File: src/rtl/immgen_pipe_if.sv
// Decode-stage handshake bundle: instruction/pc in, decoded immediate and target out.
// Both sides use valid/ready; master is the producer of in_* and consumer of out_*.
// The block under test connects through the slave modport.
interface immgen_pipe_if #(
    parameter int XLEN = 64
);
    logic            in_valid;
    logic            in_ready;
    logic [31:0]     in_inst;
    logic [XLEN-1:0] in_pc;

    logic            out_valid;
    logic            out_ready;
    logic [XLEN-1:0] out_imm;
    logic [2:0]      out_fmt;
    logic            out_illegal;
    logic [XLEN-1:0] out_pc;
    logic [XLEN-1:0] out_target;

    modport master (
        output in_valid, in_inst, in_pc, out_ready,
        input  in_ready, out_valid, out_imm, out_fmt, out_illegal, out_pc, out_target
    );

    modport slave (
        input  in_valid, in_inst, in_pc, out_ready,
        output in_ready, out_valid, out_imm, out_fmt, out_illegal, out_pc, out_target
    );
endinterface

File: src/rtl/immgen_pipe.sv
// Immediate generator: decodes RV I/S/B/U/J immediates, flags illegal opcodes, adds pc.
// Latency: one cycle from accept to out_* when empty (or when draining in the same cycle).
// Backpressure: two-entry skid (main + skid); in_ready comes from registered state only.
module immgen_pipe #(
    parameter int XLEN = 64
) (
    input  logic          clk,
    input  logic          rst,
    immgen_pipe_if.slave  bus
);

    localparam logic [2:0] FMT_NONE = 3'd0;
    localparam logic [2:0] FMT_I    = 3'd1;
    localparam logic [2:0] FMT_S    = 3'd2;
    localparam logic [2:0] FMT_B    = 3'd3;
    localparam logic [2:0] FMT_U    = 3'd4;
    localparam logic [2:0] FMT_J    = 3'd5;

    localparam logic [4:0] OP_LOAD     = 5'b00000;
    localparam logic [4:0] OP_OPIMM    = 5'b00100;
    localparam logic [4:0] OP_JALR     = 5'b11001;
    localparam logic [4:0] OP_OPIMM32  = 5'b00110;
    localparam logic [4:0] OP_STORE    = 5'b01000;
    localparam logic [4:0] OP_BRANCH   = 5'b11000;
    localparam logic [4:0] OP_LUI      = 5'b01101;
    localparam logic [4:0] OP_AUIPC    = 5'b00101;
    localparam logic [4:0] OP_JAL      = 5'b11011;

    typedef struct packed {
        logic [XLEN-1:0] imm;
        logic [XLEN-1:0] pc;
        logic [2:0]      fmt;
        logic            illegal;
    } entry_t;

    typedef enum logic [1:0] {
        EMPTY = 2'd0,
        ONE   = 2'd1,
        FULL  = 2'd2
    } state_t;

    state_t      state_q;
    state_t      state_d;
    entry_t      m_q;
    entry_t      s_q;
    entry_t      dec;
    logic [31:0] inst;
    logic [31:0] imm32;
    logic        accept;
    logic        drain;
    logic        load_m_in;
    logic        load_m_skid;
    logic        load_s;

    assign inst = bus.in_inst;

    // All formats fit in 32 bits; one signed widening handles XLEN=32 and 64 alike.
    always_comb begin
        imm32       = '0;
        dec         = '0;
        dec.pc      = bus.in_pc;
        dec.fmt     = FMT_NONE;
        dec.illegal = 1'b1;
        if (inst[1:0] == 2'b11) begin
            case (inst[6:2])
                OP_LOAD, OP_OPIMM, OP_JALR: begin
                    dec.fmt = FMT_I;
                    imm32   = {{20{inst[31]}}, inst[31:20]};
                end
                OP_OPIMM32: begin
                    if (XLEN == 64) begin
                        dec.fmt = FMT_I;
                        imm32   = {{20{inst[31]}}, inst[31:20]};
                    end
                end
                OP_STORE: begin
                    dec.fmt = FMT_S;
                    imm32   = {{20{inst[31]}}, inst[31:25], inst[11:7]};
                end
                OP_BRANCH: begin
                    dec.fmt = FMT_B;
                    imm32   = {{19{inst[31]}}, inst[31], inst[7], inst[30:25], inst[11:8], 1'b0};
                end
                OP_LUI, OP_AUIPC: begin
                    dec.fmt = FMT_U;
                    imm32   = {inst[31:12], 12'b0};
                end
                OP_JAL: begin
                    dec.fmt = FMT_J;
                    imm32   = {{11{inst[31]}}, inst[31], inst[19:12], inst[20], inst[30:21], 1'b0};
                end
                default: ;
            endcase
        end
        if (dec.fmt != FMT_NONE) begin
            dec.illegal = 1'b0;
            dec.imm     = XLEN'($signed(imm32));
        end
    end

    assign accept = bus.in_valid && (state_q != FULL);
    assign drain  = bus.out_ready && (state_q != EMPTY);

    always_comb begin
        state_d     = state_q;
        load_m_in   = 1'b0;
        load_m_skid = 1'b0;
        load_s      = 1'b0;
        case (state_q)
            EMPTY: begin
                if (accept) begin
                    state_d   = ONE;
                    load_m_in = 1'b1;
                end
            end
            ONE: begin
                if (accept && drain) begin
                    load_m_in = 1'b1;
                end else if (accept) begin
                    state_d = FULL;
                    load_s  = 1'b1;
                end else if (drain) begin
                    state_d = EMPTY;
                end
            end
            FULL: begin
                if (drain) begin
                    state_d     = ONE;
                    load_m_skid = 1'b1;
                end
            end
            default: state_d = EMPTY;
        endcase
    end

    always_ff @(posedge clk or posedge rst) begin
        if (rst) begin
            state_q <= EMPTY;
            m_q     <= '0;
            s_q     <= '0;
        end else begin
            state_q <= state_d;
            if (load_m_in) begin
                m_q <= dec;
            end else if (load_m_skid) begin
                m_q <= s_q;
            end
            if (load_s) begin
                s_q <= dec;
            end
        end
    end

    assign bus.in_ready    = (state_q != FULL);
    assign bus.out_valid   = (state_q != EMPTY);
    assign bus.out_imm     = m_q.imm;
    assign bus.out_fmt     = m_q.fmt;
    assign bus.out_illegal = m_q.illegal;
    assign bus.out_pc      = m_q.pc;
    // Wraps modulo 2^XLEN by construction.
    assign bus.out_target  = m_q.pc + m_q.imm;

endmodule

File: src/flat_wrapper.sv
// flat-port wrapper written by rule: the top's interface ports become plain ports
module immgen_pipe_flat 
#(
    parameter int XLEN = 64
)
  (clk, rst, bus_in_valid, bus_in_inst, bus_in_pc, bus_out_ready, bus_in_ready, bus_out_valid, bus_out_imm, bus_out_fmt, bus_out_illegal, bus_out_pc, bus_out_target);
  immgen_pipe_if #(.XLEN(XLEN)) bus_i ();
  input  logic clk;
  input  logic rst;
  input wire logic [$bits(bus_i.in_valid)-1:0] bus_in_valid;
  input wire logic [$bits(bus_i.in_inst)-1:0] bus_in_inst;
  input wire logic [$bits(bus_i.in_pc)-1:0] bus_in_pc;
  input wire logic [$bits(bus_i.out_ready)-1:0] bus_out_ready;
  output wire logic [$bits(bus_i.in_ready)-1:0] bus_in_ready;
  output wire logic [$bits(bus_i.out_valid)-1:0] bus_out_valid;
  output wire logic [$bits(bus_i.out_imm)-1:0] bus_out_imm;
  output wire logic [$bits(bus_i.out_fmt)-1:0] bus_out_fmt;
  output wire logic [$bits(bus_i.out_illegal)-1:0] bus_out_illegal;
  output wire logic [$bits(bus_i.out_pc)-1:0] bus_out_pc;
  output wire logic [$bits(bus_i.out_target)-1:0] bus_out_target;
  assign bus_i.in_valid = bus_in_valid;
  assign bus_i.in_inst = bus_in_inst;
  assign bus_i.in_pc = bus_in_pc;
  assign bus_i.out_ready = bus_out_ready;
  assign bus_in_ready = bus_i.in_ready;
  assign bus_out_valid = bus_i.out_valid;
  assign bus_out_imm = bus_i.out_imm;
  assign bus_out_fmt = bus_i.out_fmt;
  assign bus_out_illegal = bus_i.out_illegal;
  assign bus_out_pc = bus_i.out_pc;
  assign bus_out_target = bus_i.out_target;
  immgen_pipe #(.XLEN(XLEN)) u_core (.clk(clk), .rst(rst), .bus(bus_i));
endmodule
File: config.mk
export PLATFORM = sky130hd
export DESIGN_NAME = immgen_pipe_flat
export DESIGN_NICKNAME = d
export VERILOG_FILES = /design/src/rtl/immgen_pipe_if.sv /design/src/rtl/immgen_pipe.sv /design/src/flat_wrapper.sv
export SDC_FILE = /design/constraint.sdc
export NUM_CORES = 1
export LEC_CHECK = 0
export CORE_ASPECT_RATIO = 2
export CORE_UTILIZATION = 47
export CTS_BUF_LIST = sky130_fd_sc_hd__clkbuf_8
export DETAILED_ROUTE_END_ITERATION = 16
export PLACE_DENSITY = 0.78
export SLEW_MARGIN = 0
export SYNTH_ARGS = -nofsm -noshare
export SYNTH_HDL_FRONTEND = slang
export SYNTH_SLANG_ARGS = --single-unit
File: constraint.sdc
create_clock -name clk -period 5.87 [get_ports clk]
set_input_delay 0.587 -clock clk [delete_from_list [all_inputs] [get_ports clk]]
set_output_delay 0.587 -clock clk [all_outputs]
set_load 0.05 [all_outputs]
### Word level (Yosys, flattened, before mapping)

Cells that the tools add are included.

* $add $sub $neg: 1
* equality and inequality tests: 16
* mux-type cells: 21
* reductions and logical operators: 11

Operators by type and width (number)
* 132-bit two-way mux: 2
* 32-bit case mux with 5 select lines: 1
* 64-bit adder: 1
* 64-bit two-way mux: 1
* 32-bit two-way mux: 1
* 5-bit by 3-bit == test with 1-bit output, second input constant: 3
* 5-bit == test, second input constant: 3
* 3-bit case mux with 5 select lines: 1
* 5-bit by 4-bit == test with 1-bit output, second input constant: 2
* 2-bit two-way mux: 5
* 1-bit two-way mux: 7
* 2-bit case mux with 3 select lines: 1
* 5-bit zero test: 1
* 2-bit == test, second input constant: 2
* 2-bit by 1-bit != test with 1-bit output, second input constant: 2
* 2-bit != test, second input constant: 2
* 4-bit AND reduction: 1
* 2-bit nonzero test: 2
* 4-bit OR reduction: 1
* 1-bit logical AND: 3
* 3-bit two-way mux: 1
* 3-bit by 1-bit != test with 1-bit output, second input constant: 1
* 3-bit nonzero test: 1
* 2-bit by 1-bit == test with 1-bit output, second input constant: 1
* 3 further kinds: 3

* register bits after elaboration: 266
* bits of input ports: 100
* output and inout port bits: 198
* word-level logic and storage cells: 58

### Logic depth before layout (Yosys ltp)

Gate-level depths: netlist of the first run.

* word-level depth: 7
* gate-level depth with buffers: 11
* mapped depth without buffers: 11

### Worst setup path after synthesis of the first run

OpenSTA, ideal clock, no wires.

* kind: register to output
* start point: reg, netlist name u_core.bus.out_imm[62]
* end point: out bus_out_target[58]
* data arrival time: 4457 ps
* data required time: 5283 ps
* slack: 826 ps
* cell stages (with the launch flop): 12
* path buffers: 1
* cells stage by stage: dfrtp_1 -> ha_1 -> buf_2 -> nand2_1 -> nor2_1 -> nand4_1 -> or4_1 -> a21oi_1 -> o21ai_1 -> o31ai_2 -> a31oi_1 -> xnor2_1

RTL lines
* end: declaration: RTL line flat_wrapper.sv:20 `output wire logic [$bits(bus_i.out_target)-1:0] bus_out_target;`

==> impl_metrics.prom, run 1 <==
# TYPE chip_impl_metric gauge
chip_impl_info{name="worstReg2RegStart",value="u_core.state_q[1]"} 1
chip_impl_info{name="clock_tree.root_cell",value="clkbuf_8"} 1
chip_impl_metric{name="floorplan.die_area",unit="sq um"} 27900
chip_impl_metric{name="worst_slew_pin_slew",unit="ps"} 1160
chip_impl_metric{name="setup-violations-final",unit=""} 0
chip_impl_metric{name="gpl.final_weighted_congestion",unit=""} 0.959
chip_impl_metric{name="postSynthRegisterBits",unit=""} 202
chip_impl_metric{name="die_x",unit="um"} 119
chip_impl_metric{name="cp.depth",unit=""} 11
chip_impl_metric{name="power_report.internal_total",unit="uW"} 3600
chip_impl_info{name="startpoint_kind_of_the_worst_setup_timing_path",value="register"} 1
chip_impl_metric{name="via_count_of_the_first_global_routing_pass",unit=""} 11800
chip_impl_metric{name="power.sequential.fraction",unit=""} 0.290
chip_impl_metric{name="post_cts_hold_buffer_count",unit=""} 0
chip_impl_metric{name="place_hpwl",unit="mm"} 31.3
chip_impl_metric{name="cp_data_required_time",unit="ps"} 5280
chip_impl_metric{name="synth_edf_count",unit=""} 0
chip_impl_metric{name="grt_max_degree",unit=""} 157
chip_impl_metric{name="syn_area",unit="sq um"} 12800
chip_impl_metric{name="p_sw_frac",unit=""} 0.476
chip_impl_metric{name="top_level_ports",unit=""} 298
chip_impl_metric{name="initial_core_utilization",unit=""} 0.476
chip_impl_info{name="setup_repair_after_global_routing_missed_its_margin",value="false"} 1
chip_impl_metric{name="drive_gt1_frac",unit=""} 0.0536
chip_impl_info{name="worst_setup_path_startpoint",value="u_core.bus.out_imm[62]"} 1
chip_impl_metric{name="groute.usage.overall",unit=""} 0.294
chip_impl_metric{name="power.net_switching",unit="uW"} 3270
chip_impl_metric{name="p_clk_frac",unit=""} 0.190
chip_impl_metric{name="routed-via-count",unit=""} 11900
chip_impl_metric{name="drc",unit=""} 0
chip_impl_metric{name="slew_viol_final",unit=""} 0
chip_impl_info{name="cts_tree",value="yes"} 1
chip_impl_metric{name="buffer_ports.inserted",unit=""} 297
chip_impl_metric{name="max-slew-margin-rel",unit=""} 0.221
chip_impl_metric{name="dr.first_iter.drc_count",unit=""} 762
chip_impl_info{name="hold_path.class",value="reg -> reg"} 1
chip_impl_metric{name="grt_antenna_before_repair",unit=""} 7
chip_impl_metric{name="final_nets",unit=""} 1914
chip_impl_metric{name="powerDensity",unit="nW/um^2"} 420
chip_impl_metric{name="max_cap_viol_count",unit=""} 0
chip_impl_metric{name="grt_first_pass_wirelength",unit="mm"} 64.0
chip_impl_metric{name="vias_per_cell",unit=""} 5.60
chip_impl_info{name="ys.flop_type",value="dfrtp_1"} 1
chip_impl_metric{name="coreArea",unit="sq um"} 26800
chip_impl_metric{name="die_h",unit="um"} 235
chip_impl_metric{name="netlist-cell-type-count",unit=""} 65
chip_impl_info{name="crit_slowest_cell",value="clkdlybuf4s50_1"} 1
chip_impl_metric{name="hold_viol",unit=""} 0
chip_impl_info{name="crit_chain",value="ha_1 > nand2_1 > nor2_1 > nand4_1 > or4_1 > a21oi_1 > o21ai_1 > o31ai_2 > a31oi_1 > xnor2_1 > clkdlybuf4s50_1"} 1
chip_impl_metric{name="vdd.ir_drop.worst",unit="mV"} 0.236
chip_impl_metric{name="min_path_cells",unit=""} 2
chip_impl_metric{name="yosysWarnings",unit=""} 0
chip_impl_metric{name="post-route-period-util",unit=""} 0.950
chip_impl_metric{name="synth.avg_cell_area",unit="sq um"} 8.30
chip_impl_metric{name="timing.critical_path.fanout_max",unit=""} 36
chip_impl_metric{name="timing.critical_path.slowest_cell_delay",unit="ps"} 820
chip_impl_metric{name="clock_transition_at_the_register_clock_pins_on_the_worst_setup_and_hold_paths_after_cts",unit="ps"} 70
chip_impl_metric{name="synth_nets",unit=""} 1701
chip_impl_metric{name="post_cts.resized_instances",unit=""} 0
chip_impl_metric{name="std_cell_rows",unit=""} 85
chip_impl_metric{name="final.setup_skew",unit="ps"} 12.7
chip_impl_metric{name="ys_seq_area_frac",unit=""} 0.396
chip_impl_metric{name="area_delta_synth_final",unit="%"} 28.4
chip_impl_info{name="crit_type",value="reg -> out"} 1
chip_impl_metric{name="cts-htree-levels",unit=""} 1
chip_impl_metric{name="drt.antenna.violating_nets",unit=""} 0
chip_impl_metric{name="drt-wirelength-per-cell",unit="um"} 19.3
chip_impl_info{name="status",value="finished, final reports clean"} 1
chip_impl_metric{name="min_period",unit="ps"} 5580
chip_impl_metric{name="clock_sinks",unit=""} 202
chip_impl_info{name="min_from",value="u_core.s_q[70]"} 1
chip_impl_metric{name="cts_inserted_buffers",unit=""} 30
chip_impl_metric{name="achievable-frequency",unit="MHz"} 179
chip_impl_metric{name="finalPower",unit="uW"} 6880
chip_impl_metric{name="clockBufferDepth",unit=""} 3
chip_impl_metric{name="totalWireLength",unit="mm"} 41.1
chip_impl_metric{name="path_buf_inv",unit=""} 1
chip_impl_metric{name="cellLeakagePower",unit="uW"} 0.00790
chip_impl_metric{name="worst-r2r-cell-count",unit=""} 5
chip_impl_metric{name="worst_skew_pair.late_latency",unit="ps"} 600
chip_impl_info{name="worstSetupEndpointType",value="output port"} 1
chip_impl_metric{name="fin_setup_tns",unit="ps"} 0
chip_impl_metric{name="grt_overflow",unit=""} 0
chip_impl_metric{name="postCtsSetupRepairBufs",unit=""} 0
chip_impl_metric{name="async_flop_share",unit=""} 1.00
chip_impl_metric{name="combinationalPowerShare",unit=""} 0.521
chip_impl_info{name="critical-path-top-delay-family",value="compound AO/OA/AOI/OAI gates"} 1
chip_impl_metric{name="drt-pass1-iter-count",unit=""} 6
chip_impl_metric{name="worst-endpoint-arrival",unit="ps"} 4990
chip_impl_metric{name="postSynthCellCount",unit=""} 1537
chip_impl_metric{name="hold_ws",unit="ps"} 473
-- routing by layer --
| layer | GRT usage | up-vias | routed length [um] |
|---|---|---|---|
| li1 | - | 5692 | - |
| met3 | 0.0371 | 140 | 1810 |
| met5 | 0 | - | 0 |
| met4 | 0.213 | 0 | 3070 |
| met1 | 0.295 | 5695 | 13900 |
| met2 | 0.548 | 405 | 22300 |
-- flip-flops by register name, indices dropped and copies added (netlist names) --
signal / count
u_core.bus.out_fmt: 3
u_core.bus.out_illegal: 1
u_core.s_q: 100
u_core.state_q: 2
u_core.bus.out_imm: 32
u_core.bus.out_pc: 64
-- area by class of cell --
| cell class | instances | area (sq um) |
|---|---|---|
| Multi-Input combinational cell | 1186 | 7040 |
| Inverter | 24 | 93.8 |
| Clock inverter | 19 | 170 |
| Clock buffer | 37 | 509 |
| Tap cell | 348 | 435 |
| Timing Repair Buffer | 306 | 3070 |
| Antenna cell | 7 | 17.5 |
| Fill cell | 2366 | 10400 |
| Sequential cell | 202 | 5060 |
-- synth_stat cells (23+ instances only) --
master	number	area [sq um]
dfrtp_1	202	5050
xor2_1	23	201
mux2i_1	88	881
nor2_1	51	191
nand2_1	439	1650
inv_1	24	90.1
o21ai_0	138	691
xnor2_1	39	342
a21oi_1	118	591
a21o_1	25	188
buf_4	32	240
nand4_1	26	163
clkbuf_1	78	293
ha_1	63	788
-- power by group through the flow --
| stage | Clock [uW] | Combinational, uW | Sequential, uW |
|---|---|---|---|
| after floorplan | 0 | 1920 | 2450 |
| after global placement | 0 | 3540 | 2000 |
| after detailed placement | 0 | 3580 | 2010 |
| after CTS | 1330 | 3590 | 1990 |
| after global routing | 1380 | 3770 | 2030 |
| final | 1300 | 3580 | 1990 |
-- worst min-delay path, delay by kind of cell (launching register included) --
| family | cells | cell delay [ps] |
|---|---|---|
| and+or+nand+nor | 1 | 50 |
| DFF | 1 | 340 |
| AOI/OAI and AO/OA | 1 | 50 |
-- placed cells by master (no fill, tap or decap), types with 14 or more instances in the layout --
cell	Yosys	layout
xnor2_1	39	39
clkbuf_8	0	37
nand2_1	439	438
o21ai_0	138	138
xor2_1	23	23
nor2_1	51	49
a21oi_1	118	118
nand4_1	26	26
clkdlybuf4s50_1	0	297
ha_1	63	63
dfrtp_1	202	201
a21o_1	25	25
o21bai_1	15	15
nor3_1	14	14
inv_1	24	27
mux2i_1	88	88
-- per-stage QoR --
stage	utilization	setup slack (ps)	cell area, sq um	std cells
after floorplan	-	826	12800	1537
after global placement	0.585	1100	15700	2066
after detailed placement	0.585	984	15700	2066
after CTS	0.611	303	16400	2122
after global routing	0.611	27.8	16400	2129
final	0.611	292	16400	2129
-- kinds of logic after synthesis --
kind of cell / synth area share
mux: 0.0796
xor+xnor: 0.0426
fa+ha+maj: 0.0633
flops: 0.396
compound gates: 0.176
buf+inv: 0.0540
simple gates: 0.188
-- path summary, 6_finish.rpt --
kind	end	slack (ps)
max	bus_out_target[58]	290
min	u_core.s_q[70]	470
max reg2reg	u_core.bus.out_imm[1]	3320
min reg2reg	u_core.s_q[70]	470
max in group asynchronous	u_core.bus.out_pc[45]	4170
min in group asynchronous	u_core.s_q[90]	500
Power figures use the tool's default switching activity.
==> run 2: changes to the inputs <==
--- a/config.mk
+++ b/config.mk
@@ -5,6 +5,7 @@
 export SDC_FILE = /design/constraint.sdc
 export NUM_CORES = 1
 export LEC_CHECK = 0
+export ABC_CLOCK_PERIOD_IN_PS = 5870
 export CORE_ASPECT_RATIO = 2
 export CORE_UTILIZATION = 47
 export CTS_BUF_LIST = sky130_fd_sc_hd__clkbuf_8
==> results of run 2 <==
No change in the layout: final DEF, timing and power equal those of run 1.
